### src/rtl/btn_pkg.sv
// ---------------------------------------------------------------------------
// btn_pkg
// Shared definitions for the pushbutton decoder:
//   - btn_state_t : press-tracking FSM encodings (IDLE / HELD / LONG)
//   - PI_*        : bit positions inside the registered event-pulse vector
//   - cnt_width() : width of a counter that must hold 0..n inclusive
// Optional feature macro used by the decoder: BTN_REPEAT_EN.
// ---------------------------------------------------------------------------
package btn_pkg;

  typedef enum logic [1:0] {
    ST_IDLE = 2'd0,
    ST_HELD = 2'd1,
    ST_LONG = 2'd2
  } btn_state_t;

  // Event pulse vector layout
  localparam int PI_PRESS   = 0;
  localparam int PI_RELEASE = 1;
  localparam int PI_SHORT   = 2;
  localparam int PI_LONG    = 3;
  localparam int PULSE_W    = 4;

  function automatic int cnt_width(input int n);
    return (n < 1) ? 1 : $clog2(n + 1);
  endfunction

endpackage

### src/rtl/btn_debounce.sv
// ---------------------------------------------------------------------------
// btn_debounce
// Front end of the pushbutton decoder: 2-FF synchroniser, polarity fix,
// free-running tick prescaler and debounce counter.
//
// Ports:
//   clk       in   LF oscillator clock
//   reset     in   synchronous active-high reset
//   btn_in    in   raw asynchronous button pin
//   btn_level out  debounced level, 1 = pressed (registered)
//   tick      out  one-cycle strobe every TICK_DIV clocks
//   rise      out  high in the cycle whose edge will set btn_level to 1
//   fall      out  high in the cycle whose edge will clear btn_level
//
// rise/fall are combinational look-ahead strobes so the decoder can register
// its event pulses on the same edge that updates btn_level.
// ---------------------------------------------------------------------------
module btn_debounce
  import btn_pkg::*;
#(
  parameter int TICK_DIV   = 10,
  parameter int DEB_TICKS  = 20,
  parameter int ACTIVE_LOW = 1
) (
  input  logic clk,
  input  logic reset,
  input  logic btn_in,
  output logic btn_level,
  output logic tick,
  output logic rise,
  output logic fall
);

  localparam int   TW       = cnt_width(TICK_DIV);
  localparam int   DW       = cnt_width(DEB_TICKS);
  // Pin level when the button is not pressed
  localparam logic IDLE_PIN = (ACTIVE_LOW != 0);

  logic          sync1_reg;
  logic          sync2_reg;
  logic [TW-1:0] tick_cnt_reg;
  logic [DW-1:0] deb_cnt_reg;
  logic          level_reg;
  logic          p;
  logic          settle;

  assign p         = sync2_reg ^ IDLE_PIN;
  assign tick      = (tick_cnt_reg == TW'(TICK_DIV - 1));
  assign settle    = tick && (p != level_reg) && (deb_cnt_reg == DW'(DEB_TICKS - 1));
  assign rise      = settle && p;
  assign fall      = settle && !p;
  assign btn_level = level_reg;

  always_ff @(posedge clk) begin
    if (reset) begin
      sync1_reg    <= IDLE_PIN;
      sync2_reg    <= IDLE_PIN;
      tick_cnt_reg <= '0;
      deb_cnt_reg  <= '0;
      level_reg    <= 1'b0;
    end else begin
      sync1_reg <= btn_in;
      sync2_reg <= sync1_reg;

      if (tick) begin
        tick_cnt_reg <= '0;
      end else begin
        tick_cnt_reg <= tick_cnt_reg + 1'b1;
      end

      // Any cycle that agrees with the current level restarts the stability
      // window, so a bounce of fewer than DEB_TICKS ticks never gets through.
      if (p == level_reg) begin
        deb_cnt_reg <= '0;
      end else if (tick) begin
        if (deb_cnt_reg == DW'(DEB_TICKS - 1)) begin
          level_reg   <= p;
          deb_cnt_reg <= '0;
        end else begin
          deb_cnt_reg <= deb_cnt_reg + 1'b1;
        end
      end
    end
  end

endmodule

### src/rtl/button_decoder.sv
// ---------------------------------------------------------------------------
// button_decoder
// Decodes the board pushbutton into a debounced level plus one-cycle event
// pulses for the LED-state / mode-select logic.
//
// Ports:
//   clk           in   LF oscillator clock
//   reset         in   synchronous active-high reset
//   btn_in        in   raw asynchronous button pin
//   btn_level     out  debounced pressed level
//   press_pulse   out  debounced press
//   release_pulse out  every debounced release
//   short_pulse   out  release before the long threshold
//   long_pulse    out  long threshold reached while held
//   repeat_pulse  out  auto-repeat while long-held
//
// Optional feature: define BTN_REPEAT_EN to enable auto-repeat. Without it
// repeat_pulse is constant 0 and no repeat counter exists.
// ---------------------------------------------------------------------------
module button_decoder
  import btn_pkg::*;
#(
  parameter int TICK_DIV     = 10,
  parameter int DEB_TICKS    = 20,
  parameter int LONG_TICKS   = 1000,
  parameter int REPEAT_TICKS = 250,
  parameter int ACTIVE_LOW   = 1
) (
  input  logic clk,
  input  logic reset,
  input  logic btn_in,
  output logic btn_level,
  output logic press_pulse,
  output logic release_pulse,
  output logic short_pulse,
  output logic long_pulse,
  output logic repeat_pulse
);

  localparam int HW = cnt_width(LONG_TICKS);

  generate
    if (TICK_DIV < 1 || DEB_TICKS < 1 || LONG_TICKS < 1 || REPEAT_TICKS < 1) begin : g_param_check
      $error("button_decoder: tick counts must all be at least 1");
    end
  endgenerate

  logic               tick;
  logic               deb_rise;
  logic               deb_fall;
  btn_state_t         state_reg;
  logic [HW-1:0]      hold_cnt_reg;
  logic [PULSE_W-1:0] pulse_reg;

  btn_debounce #(
    .TICK_DIV   (TICK_DIV),
    .DEB_TICKS  (DEB_TICKS),
    .ACTIVE_LOW (ACTIVE_LOW)
  ) u_debounce (
    .clk       (clk),
    .reset     (reset),
    .btn_in    (btn_in),
    .btn_level (btn_level),
    .tick      (tick),
    .rise      (deb_rise),
    .fall      (deb_fall)
  );

  // Release is tested before the long threshold, so a release landing on
  // the threshold tick is reported as a short press.
  always_ff @(posedge clk) begin
    if (reset) begin
      state_reg    <= ST_IDLE;
      hold_cnt_reg <= '0;
      pulse_reg    <= '0;
    end else begin
      pulse_reg <= '0;
      case (state_reg)
        ST_IDLE: begin
          if (deb_rise) begin
            state_reg           <= ST_HELD;
            hold_cnt_reg        <= '0;
            pulse_reg[PI_PRESS] <= 1'b1;
          end
        end
        ST_HELD: begin
          if (deb_fall) begin
            state_reg             <= ST_IDLE;
            pulse_reg[PI_RELEASE] <= 1'b1;
            pulse_reg[PI_SHORT]   <= 1'b1;
          end else if (tick) begin
            hold_cnt_reg <= hold_cnt_reg + 1'b1;
            if (hold_cnt_reg == HW'(LONG_TICKS - 1)) begin
              state_reg          <= ST_LONG;
              pulse_reg[PI_LONG] <= 1'b1;
            end
          end
        end
        ST_LONG: begin
          if (deb_fall) begin
            state_reg             <= ST_IDLE;
            pulse_reg[PI_RELEASE] <= 1'b1;
          end else if (tick && (hold_cnt_reg != HW'(LONG_TICKS))) begin
            hold_cnt_reg <= hold_cnt_reg + 1'b1;
          end
        end
        default: begin
          state_reg <= ST_IDLE;
        end
      endcase
    end
  end

  assign press_pulse   = pulse_reg[PI_PRESS];
  assign release_pulse = pulse_reg[PI_RELEASE];
  assign short_pulse   = pulse_reg[PI_SHORT];
  assign long_pulse    = pulse_reg[PI_LONG];

`ifdef BTN_REPEAT_EN
  localparam int RW = cnt_width(REPEAT_TICKS);

  logic [RW-1:0] rpt_cnt_reg;
  logic          rpt_pulse_reg;

  // rpt_cnt is held at 0 outside LONG, so it is already clear on entry and
  // the entry tick itself is not counted.
  always_ff @(posedge clk) begin
    if (reset) begin
      rpt_cnt_reg   <= '0;
      rpt_pulse_reg <= 1'b0;
    end else begin
      rpt_pulse_reg <= 1'b0;
      if (state_reg != ST_LONG || deb_fall) begin
        rpt_cnt_reg <= '0;
      end else if (tick) begin
        if (rpt_cnt_reg == RW'(REPEAT_TICKS - 1)) begin
          rpt_cnt_reg   <= '0;
          rpt_pulse_reg <= 1'b1;
        end else begin
          rpt_cnt_reg <= rpt_cnt_reg + 1'b1;
        end
      end
    end
  end

  assign repeat_pulse = rpt_pulse_reg;
`else
  assign repeat_pulse = 1'b0;
`endif

endmodule
### config.mk
export PLATFORM = sky130hd
export DESIGN_NAME = button_decoder
export DESIGN_NICKNAME = d
export VERILOG_FILES = /design/src/rtl/btn_pkg.sv /design/src/rtl/btn_debounce.sv /design/src/rtl/button_decoder.sv
export SDC_FILE = /design/constraint.sdc
export NUM_CORES = 1
export LEC_CHECK = 0
export CORE_MARGIN = 2
export CORE_UTILIZATION = 30
export DETAILED_ROUTE_END_ITERATION = 16
export SYNTH_ARGS = -nofsm -noshare
export SYNTH_HDL_FRONTEND = slang
export SYNTH_SLANG_ARGS = --single-unit
### constraint.sdc
create_clock -name clk -period 2.7 [get_ports clk]
set_input_delay 0.405 -clock clk [delete_from_list [all_inputs] [get_ports clk]]
set_output_delay 0.405 -clock clk [all_outputs]
set_load 0.03 [all_outputs]
==> qor.yml, run 1 <==
status: "finished, final reports clean"
peakVddDrop_mv: 0.229
htree_num_levels: 1
critPathArrivalTime_ps: 2380
die-area_mm2: 0.00548
port_buffers: 7
firstDrtPassIters: 4
worstPathMaxFanout: 9
postCtsHoldBufs: 0
drive_gt1_frac: 0.0920
clkTransAtPathRegs_ps: 90
largest_reg_flops: 10
cts_buffers: 3
post-synth-top-area-cell: "dfxtp_1"
fmax_mhz: 455
routedWlPerCell_um: 11.6
fill_cells: 489
cts_resized: 0
groute.usage.overall: 0.118
period_share: 0.815
cts_buffer_depth: 2
die_height_um: 74.0
grt_max_degree: 18
fp.coreArea_mm2: 0.00472
yosys_most_used_dff: "dfxtp_1"
first_global_vias: 1086
syn-num-nets: 182
finalNetCount: 187
worstPathRequired_ps: 2880
first_iter_violations: 47
clock_latency_ps: 280
core.rowCount: 25
max_cap_violations: 0
min_period_ps: 2200
postLayoutCoreUtil: 0.348
dieWidth_um: 74.0
drc: 0
antenna_left: 0
worstSetupStartpointType: "register"
p_per_area_mw_per_mm2: 533
cts_tree: "built"
synthArstFlopShare: 0
grt_pass1_wl_um: 4990
antenna_cells: 0
routed_wl_um: 2800
fin_setup_tns_ps: 0
hold_violations: 0
ios: 9
syn_inst: 170
hp-class: "register to register"
ys_ff_latch: 28
area_growth_pct: 11.8
clockRootBuffer: "clkbuf_8"
gp_congestion: 0.800
synth_edf_count: 0
seq_area_frac_synth: 0.381
synth_top_area_frac: 0.381
start_util: 0.311
cts_setup_buffers: 0
antenna_found_initial: 0
worst_clock_skew_ps: 11.3
rsz0062_at_grt: "false"
p_leak_uw: 0.000582
netlist_area_mm2: 0.00147
setup_viol: 0
dp_hpwl_um: 2100
crit_type: "register to register"
slew_violations: 0
synth_cell_types: 41
end_kind: "register"
viasPerCell: 4.79
synth.avg_cell_area_um2: 8.65
synth.top_cells.by_area: "dfxtp_1 38%, ha_1 7.7%, nor2_1 4.9%, nand2_1 3.3%, a21oi_1 3.1%"
grt.overflow.total: 0
reg2reg_slack_ps: 500
ys_warn_count: 0
cts_num_sinks: 28
vias: 1154
worst paths after layout:
check | start | end | depth (start not counted)
max | u_debounce.tick_cnt_reg[0]$_SDFF_PP0_ | hold_cnt_reg[6]$_SDFFE_PP0P_ | 6
min | u_debounce.sync1_reg$_SDFF_PP1_ | u_debounce.sync2_reg$_SDFF_PP1_ | 1
max reg2reg | u_debounce.tick_cnt_reg[0]$_SDFF_PP0_ | hold_cnt_reg[6]$_SDFFE_PP0P_ | 6
min reg2reg | u_debounce.sync1_reg$_SDFF_PP1_ | u_debounce.sync2_reg$_SDFF_PP1_ | 1
critical path: stages, from the launching register on:
cell and delay, ps:
dfxtp_1 390, ha_1 270, and3b_1 380, o32a_1 230
and4b_1 430, nand2_2 140, o41ai_2 280
power by group:
group | total, uW | internal, uW | switching (uW)
Combinational | 178 | 59.4 | 119
Clock | 264 | 131 | 133
Sequential | 433 | 424 | 9.65
Total | 876 | 614 | 262
logic make-up after synthesis:
logic type	synth area share
AO/OA/AOI/OAI	0.157
XOR/XNOR	0.0358
adder cells (fa/ha/maj)	0.0766
buffers and inverters	0.0545
flip-flops	0.381
other	0.00255
AND/OR/NAND/NOR	0.292
metrics by stage:
step	cells	worst slack (ps)	cell area (um^2)	hold WS, ps	power (uW)
floorplan	170	842	1470	389	592
global placement	237	605	1590	393	618
detailed placement	237	500	1590	395	620
CTS	241	481	1640	418	888
global route	241	313	1640	432	934
finish	241	501	1640	413	876
Yosys cell counts, types with 2 or more instances:
cell type,number
or2_2,4
or3_1,2
nor3_1,6
xor2_1,3
nand4b_1,4
dfxtp_1,28
o41ai_1,2
nor2b_1,2
and3_1,4
nand3_1,3
ha_1,9
a21oi_1,9
nand2b_1,3
a211o_1,2
nand4_1,5
nor2_1,19
o31ai_1,3
clkbuf_1,5
nand2_1,13
a31oi_1,2
o21ai_0,9
o41ai_2,2
inv_1,10
xnor2_1,3
nand3b_1,2
per-layer routing:
layer | track usage | part of all wire
met3 | 0.0352 | 0.029
met2 | 0.170 | 0.43
met1 | 0.164 | 0.54
met5 | 0 | 0
met4 | 0.0485 | 0.0061
area by class of cell:
cell class	count	area (um^2)	share of cell area
Sequential cell	28	561	0.341
Timing Repair Buffer	8	77.6	0.0472
Tap cell	67	83.8	0.0510
Multi-Input combinational cell	124	830	0.505
Clock buffer	4	55.1	0.0335
Inverter	10	37.5	0.0228
placed cells by master, fill, tap and decap left out, types with 2 or more instances in the layout:
master	count
clkbuf_8	4
o41ai_1	2
and3_1	4
or3_1	2
nand3_1	3
nor3_1	6
a31oi_1	2
dfxtp_1	28
nand2_1	13
a211o_1	2
xor2_1	3
o31ai_1	3
nand4_1	5
o21ai_0	9
nand2b_1	3
or2_2	4
xnor2_1	3
nand4b_1	4
nor2_1	19
o41ai_2	2
a21oi_1	9
inv_1	10
nand3b_1	2
nor2b_1	2
clkdlybuf4s50_1	7
ha_1	9
(Power assumes the default switching activity.)
==> inputs of run 2 (changes only) <==
- clock period: 2.7 -> 2.1 ns (I/O delays scaled with it)
==> run 2 against run 1 <==
Compared with the run above: clock skew down 7.5 ps; via count rose by 1.6%; setup slack got worse by 360 ps; final cell count is 2.5% higher; first-iteration DRC count up 17%; power increased by 43%; highest routed layer unchanged.
==> qor.yml, run 2 (synthesis results as in run 1) <==
period_share: 0.933  # +0.119
fp.coreArea_mm2: 0.00472  # unchanged
cts_buffer_depth: 2  # unchanged
final_common_cell: "dfxtp_1"
worstSetupStartpointType: "register"
htree_num_levels: 1  # unchanged
dieWidth_um: 74.0  # unchanged
switchingPower_uw: 347  # +33%
dp_hpwl_um: 2120  # +0.67%
clockRootBuffer: "clkbuf_8"
p_clk_frac: 0.342  # +0.041
finalNetCount: 193  # +3.2%
max_cap_violations: 0  # unchanged
dpl_worst_slack_ps: 60.3  # -439 ps
peakVddDrop_mv: 0.267  # +17%
cp_slowest_cell: "dfxtp_1"
min_period_ps: 1960  # -239 ps
hp-class: "register to register"
slew_violations: 0  # unchanged
routedWlPerCell_um: 11.6  # about the same
first_global_vias: 1049  # -3.4%
hold_violations: 0  # unchanged
total_power_uw: 1250  # +43%
min_from: "u_debounce.sync1_reg$_SDFF_PP1_"
clkTransAtPathRegs_ps: 100  # about the same
fin_setup_tns_ps: 0  # unchanged
p_sw_frac: 0.278  # -0.0206
antenna_cells: 0  # unchanged
first_iter_violations: 55  # +17%
viasPerCell: 4.75  # -0.82%
crit_cells: 6  # unchanged
die_height_um: 74.0  # unchanged
final_cell_mix: "28 x dfxtp_1, 19 x nor2_1, 13 x nand2_1"
rsz0062_at_grt: "false"
port_buffers: 7  # unchanged
final_area_mm2: 0.00171  # +4.1%
combPwrFrac: 0.212  # +0.008
gp_congestion: 0.778  # -2.7%
cts_setup_buffers: 0  # unchanged
crit_buf_inv: 0  # unchanged
cpMostUsedCell: "o41ai_2"
setup_viol: 0  # unchanged
firstDrtPassIters: 4  # unchanged
fmax_mhz: 510  # +12%
antenna_found_initial: 0  # unchanged
fill_cells: 484  # -1.0%
die-area_mm2: 0.00548  # unchanged
core.rowCount: 25  # unchanged
p_per_area_mw_per_mm2: 729  # +37%
critPathArrivalTime_ps: 2150  # -230 ps
cts_buffers: 3  # unchanged
postLayoutCoreUtil: 0.362  # +0.0143
cts_num_sinks: 28  # unchanged
postCtsHoldBufs: 0  # unchanged
ios: 9  # unchanged
r2r-end: "hold_cnt_reg[6]$_SDFFE_PP0P_"
clock_latency_ps: 270  # about the same
worstPathRequired_ps: 2290  # -590 ps
drive_gt1_frac: 0.133  # +0.0414
crit_chain: "ha_1, nand4b_4, o41ai_2, and4b_2, a211o_1, o41ai_2"
vias: 1173  # +1.6%
area_growth_pct: 16.4
largest_reg_flops: 10  # unchanged
antenna_left: 0  # unchanged
p_int_uw: 901  # +47%
whs_endpoint: "u_debounce.sync2_reg$_SDFF_PP1_"
hold_depth: 1  # unchanged
end_kind: "register"
start_util: 0.311  # unchanged
finalWorstSetupSlack_ps: 140  # -361 ps
drc: 0  # unchanged
grt_max_degree: 17  # -1
r2r_cells: 6  # unchanged
p_leak_uw: 0.000618  # +6.2%
cts_tree: "built"
crit_family: "compound AO/OA/AOI/OAI gates"
worstPathMaxFanout: 9  # unchanged
worstReg2RegStart: "u_debounce.tick_cnt_reg[0]$_SDFF_PP0_"
crit_type: "register to register"
worst_clock_skew_ps: 3.83  # -7.48 ps
grt_pass1_wl_um: 4740  # -5.0%
slowest_delay_ps: 390  # -40 ps
status: "finished, final reports clean"
place_area_mm2: 0.00163  # +2.8%
routed_wl_um: 2870  # +2.5%
pwr-share-seq: 0.446  # -0.049
reg2reg_slack_ps: 140  # -360 ps
grt.overflow.total: 0  # unchanged
groute.usage.overall: 0.112  # -0.00607
run 2: power by group through the flow:
| stage | sequential (uW) | combinational, uW | clock, uW |
|---|---|---|---|
| 6_report | 557 | 265 | 427 |
| 5_1_grt | 560 | 295 | 460 |
| 4_1_cts | 557 | 261 | 441 |
| 3_5_place_dp | 570 | 259 | 0 |
| 3_3_place_gp | 569 | 258 | 0 |
| 2_1_floorplan | 567 | 194 | 0 |
run 2: worst max-delay path by stage:
stage	endpoint	from	slack (ps)
CTS	hold_cnt_reg[6]$_SDFFE_PP0P_	u_debounce.tick_cnt_reg[0]$_SDFF_PP0_	30
global route	hold_cnt_reg[6]$_SDFFE_PP0P_	u_debounce.tick_cnt_reg[0]$_SDFF_PP0_	20
global placement	hold_cnt_reg[6]$_SDFFE_PP0P_	u_debounce.tick_cnt_reg[0]$_SDFF_PP0_	110
finish	hold_cnt_reg[6]$_SDFFE_PP0P_	u_debounce.tick_cnt_reg[0]$_SDFF_PP0_	140
detailed placement	hold_cnt_reg[6]$_SDFFE_PP0P_	u_debounce.tick_cnt_reg[0]$_SDFF_PP0_	60
floorplan	hold_cnt_reg[6]$_SDFFE_PP0P_	u_debounce.tick_cnt_reg[0]$_SDFF_PP0_	240
run 2: through the flow:
stage	std cells	hold WS (ps)
finish	247	420
global route	247	449
CTS	247	427
detailed placement	243	402
global placement	243	390
floorplan	170	389
run 2: cell type report:
type,instances,area (um^2),area share
multi-input cells,124,836,0.488
flip-flops and latches,28,561,0.327
repair buffers,14,123,0.0716
well taps,67,83.8,0.0490
clock buffers,3,41.3,0.0241
inverters,10,37.5,0.0219
clock inverters,1,30.0,0.0175
run 2: metal layers:
layer | vias to the layer above | track usage | share of wire
met5 | - | 0 | 0
met1 | 534 | 0.150 | 0.53
li1 | 621 | - | -
met2 | 16 | 0.177 | 0.43
met3 | 2 | 0.0163 | 0.025
met4 | 0 | 0.0545 | 0.0077
run 2: timing repair:
action	in CTS	in global routing
resized for setup	0	2
hold endpoints to repair	0	0
setup endpoints to repair	0	3
run 2: worst register-to-register path: cells and delay by family (launching register included):
| family | cells | cell delay, ps |
|---|---|---|
| AND/OR/NAND/NOR | 2 | 500 |
| adder cells (fa/ha/maj) | 1 | 270 |
| flip-flops | 1 | 390 |
| AO/OA/AOI/OAI | 3 | 710 |
==> inputs of run 3 (changes only) <==
- CORE_UTILIZATION: 30 -> 52
- CTS_CLUSTER_DIAMETER: unset -> 40
- PLACE_DENSITY: unset -> 0.74
- clock period: 2.1 -> 1.75 ns (I/O delays scaled with it)
==> run 3 against run 2 <==
Compared with the run above: the run now ends with negative setup slack left; clock skew up 1.5 ps; setup slack worse by 230 ps; critical path depth shrank 1; largest power group unchanged; combinational power grew 65%; largest cell class unchanged; maximum frequency is 6.4% higher.
==> qor.yml, run 3 (synthesis results as in run 1) <==
postCtsHoldBufs: 0  # unchanged
crit_buf_inv: 0  # unchanged
viasPerCell: 5.70  # +20%
drc: 0  # unchanged
largest_reg_flops: 10  # unchanged
pwr-share-seq: 0.437  # -0.009
hold_violations: 0  # unchanged
routedWlPerCell_um: 14.5  # +25%
clock_latency_ps: 330  # +60 ps
routed_wl_um: 3440  # +20%
clkTransAtPathRegs_ps: 150  # +50 ps
crit_family: "simple AND/OR/NAND/NOR gates"
antenna_cells: 0  # unchanged
combPwrFrac: 0.284  # +0.072
period_share: 1.05  # +0.119
p_per_area_mw_per_mm2: 804  # +10%
total_power_uw: 1540  # +23%
end_kind: "register"
final_area_mm2: 0.00192  # +12%
switchingPower_uw: 454  # +31%
final_common_cell: "buf_4"
cp_slowest_cell: "or3b_4"
place_area_mm2: 0.00179  # +9.6%
groute.usage.overall: 0.220  # +0.108
cts_num_sinks: 28  # unchanged
finalWorstSetupSlack_ps: -92.2  # -232 ps
crit_type: "register to register"
critPathArrivalTime_ps: 2090  # -60 ps
crit_cells: 5  # -1
dieWidth_um: 57.2  # -23%
die-area_mm2: 0.00327  # -40%
min_period_ps: 1840  # -118 ps
hold_depth: 1  # unchanged
finalNetCount: 219  # +13%
worstPathRequired_ps: 2000  # -290 ps
timing.hold.ws_ps: 436  # +15.7 ps
htree_num_levels: 1  # unchanged
port_buffers: 7  # unchanged
dp_hpwl_um: 2500  # +18%
die_height_um: 57.2  # -23%
ios: 9  # unchanged
rsz0062_at_grt: "true"
antenna_found_initial: 0  # unchanged
p_sw_frac: 0.295  # +0.0165
grt_pass1_wl_um: 5690  # +20%
worst_clock_skew_ps: 5.34  # +1.51 ps
area_growth_pct: 30.4
slew_violations: 0  # unchanged
clockRootBuffer: "clkbuf_4"
firstDrtPassIters: 4  # unchanged
fmax_mhz: 543  # +6.4%
core.rowCount: 19  # -24%
drive_gt1_frac: 0.325  # +0.192
vias: 1352  # +15%
p_leak_uw: 0.000804  # +30%
cts_buffers: 3  # unchanged
first_iter_violations: 67  # +22%
slowest_delay_ps: 440  # +50 ps
gp_congestion: 0.819  # +5.2%
setup_viol: 10  # +10
grt_max_degree: 17  # unchanged
violations: "negative setup slack"
grt.overflow.total: 0  # unchanged
status: "complete, but fails checks"
fp.coreArea_mm2: 0.00271  # -43%
antenna_left: 0  # unchanged
peakVddDrop_mv: 0.647  # +140%
final_cell_mix: "32 x buf_4, 19 x dfxtp_1, 18 x nor2_1"
hp-class: "register to register"
p_int_uw: 1090  # +21%
crit_chain: "or3b_4, o31ai_4, and4b_2, nand2_2, o41ai_2"
worstPathMaxFanout: 6  # -3
first_global_vias: 1278  # +22%
r2r_cells: 5  # -1
p_clk_frac: 0.279  # -0.063
max_cap_violations: 0  # unchanged
cts_tree: "built"
start_util: 0.542  # +0.231
worstSetupStartpointType: "register"
cts_buffer_depth: 2  # unchanged
run 3: changes by cell type in the layout (fill, tap and decap cells not counted), moves of 3 or more:
| cell | delta |
|---|---|
| dfxtp_1 | -9 |
| dfxtp_2 | +9 |
| clkbuf_8 | -3 |
| clkbuf_4 | +3 |
| buf_4 | +25 |
| ha_1 | -3 |
run 3: stage by stage:
stage,setup TNS [ps],utilization,std cells,setup slack (ps)
after floorplan,-103,-,170,-46.8
after global placement,-465,0.661,231,-104
after detailed placement,-1130,0.661,231,-169
after CTS,-449,0.695,236,-79.8
after global routing,-1660,0.707,237,-182
final,-641,0.707,237,-92.2
run 3: worst register-to-register path, stage by stage (launching register included):
cell	delay, ps
dfxtp_2	360
or3b_4	440
o31ai_4	220
and4b_2	360
nand2_2	110
o41ai_2	280
run 3: layout make-up:
class / instances / area [um^2]
tap: 31 / 38.8
clock inverter: 1 / 30.0
inverter: 10 / 37.5
clock buffer: 3 / 22.5
timing repair buffer: 40 / 324
fill: 211 / 793
sequential: 28 / 572
multi-input combinational: 124 / 892
run 3: worst paths after layout:
check | start | end | slack [ps]
setup / recovery | u_debounce.deb_cnt_reg[2]$_SDFFE_PP0N_ | hold_cnt_reg[6]$_SDFFE_PP0P_ | -90
hold / removal | u_debounce.sync1_reg$_SDFF_PP1_ | u_debounce.sync2_reg$_SDFF_PP1_ | 440
setup reg to reg | u_debounce.deb_cnt_reg[2]$_SDFFE_PP0N_ | hold_cnt_reg[6]$_SDFFE_PP0P_ | -90
hold reg to reg | u_debounce.sync1_reg$_SDFF_PP1_ | u_debounce.sync2_reg$_SDFF_PP1_ | 440
run 3: what timing repair did:
item,in CTS,in global routing
pin swaps,5,3
buffers inserted,1,1
endpoints found under the hold margin,0,0
setup endpoints to repair,12,13
gates resized for setup,12,7
run 3: power groups by stage:
| stage | Combinational, uW | Clock [uW] | Sequential, uW |
|---|---|---|---|
| 2_1_floorplan | 237 | 0 | 681 |
| 3_3_place_gp | 370 | 0 | 681 |
| 3_5_place_dp | 389 | 0 | 682 |
| 4_1_cts | 410 | 439 | 673 |
| 5_1_grt | 473 | 453 | 674 |
| 6_report | 438 | 430 | 672 |
run 3: layer usage:
metal  vias up  GRT usage  part of all wire
met5         -          0                 0
met4         0     0.0664             0.015
met3         7     0.0227             0.046
met2        44      0.374              0.49
met1       631      0.297              0.44
li1        670          -                 -
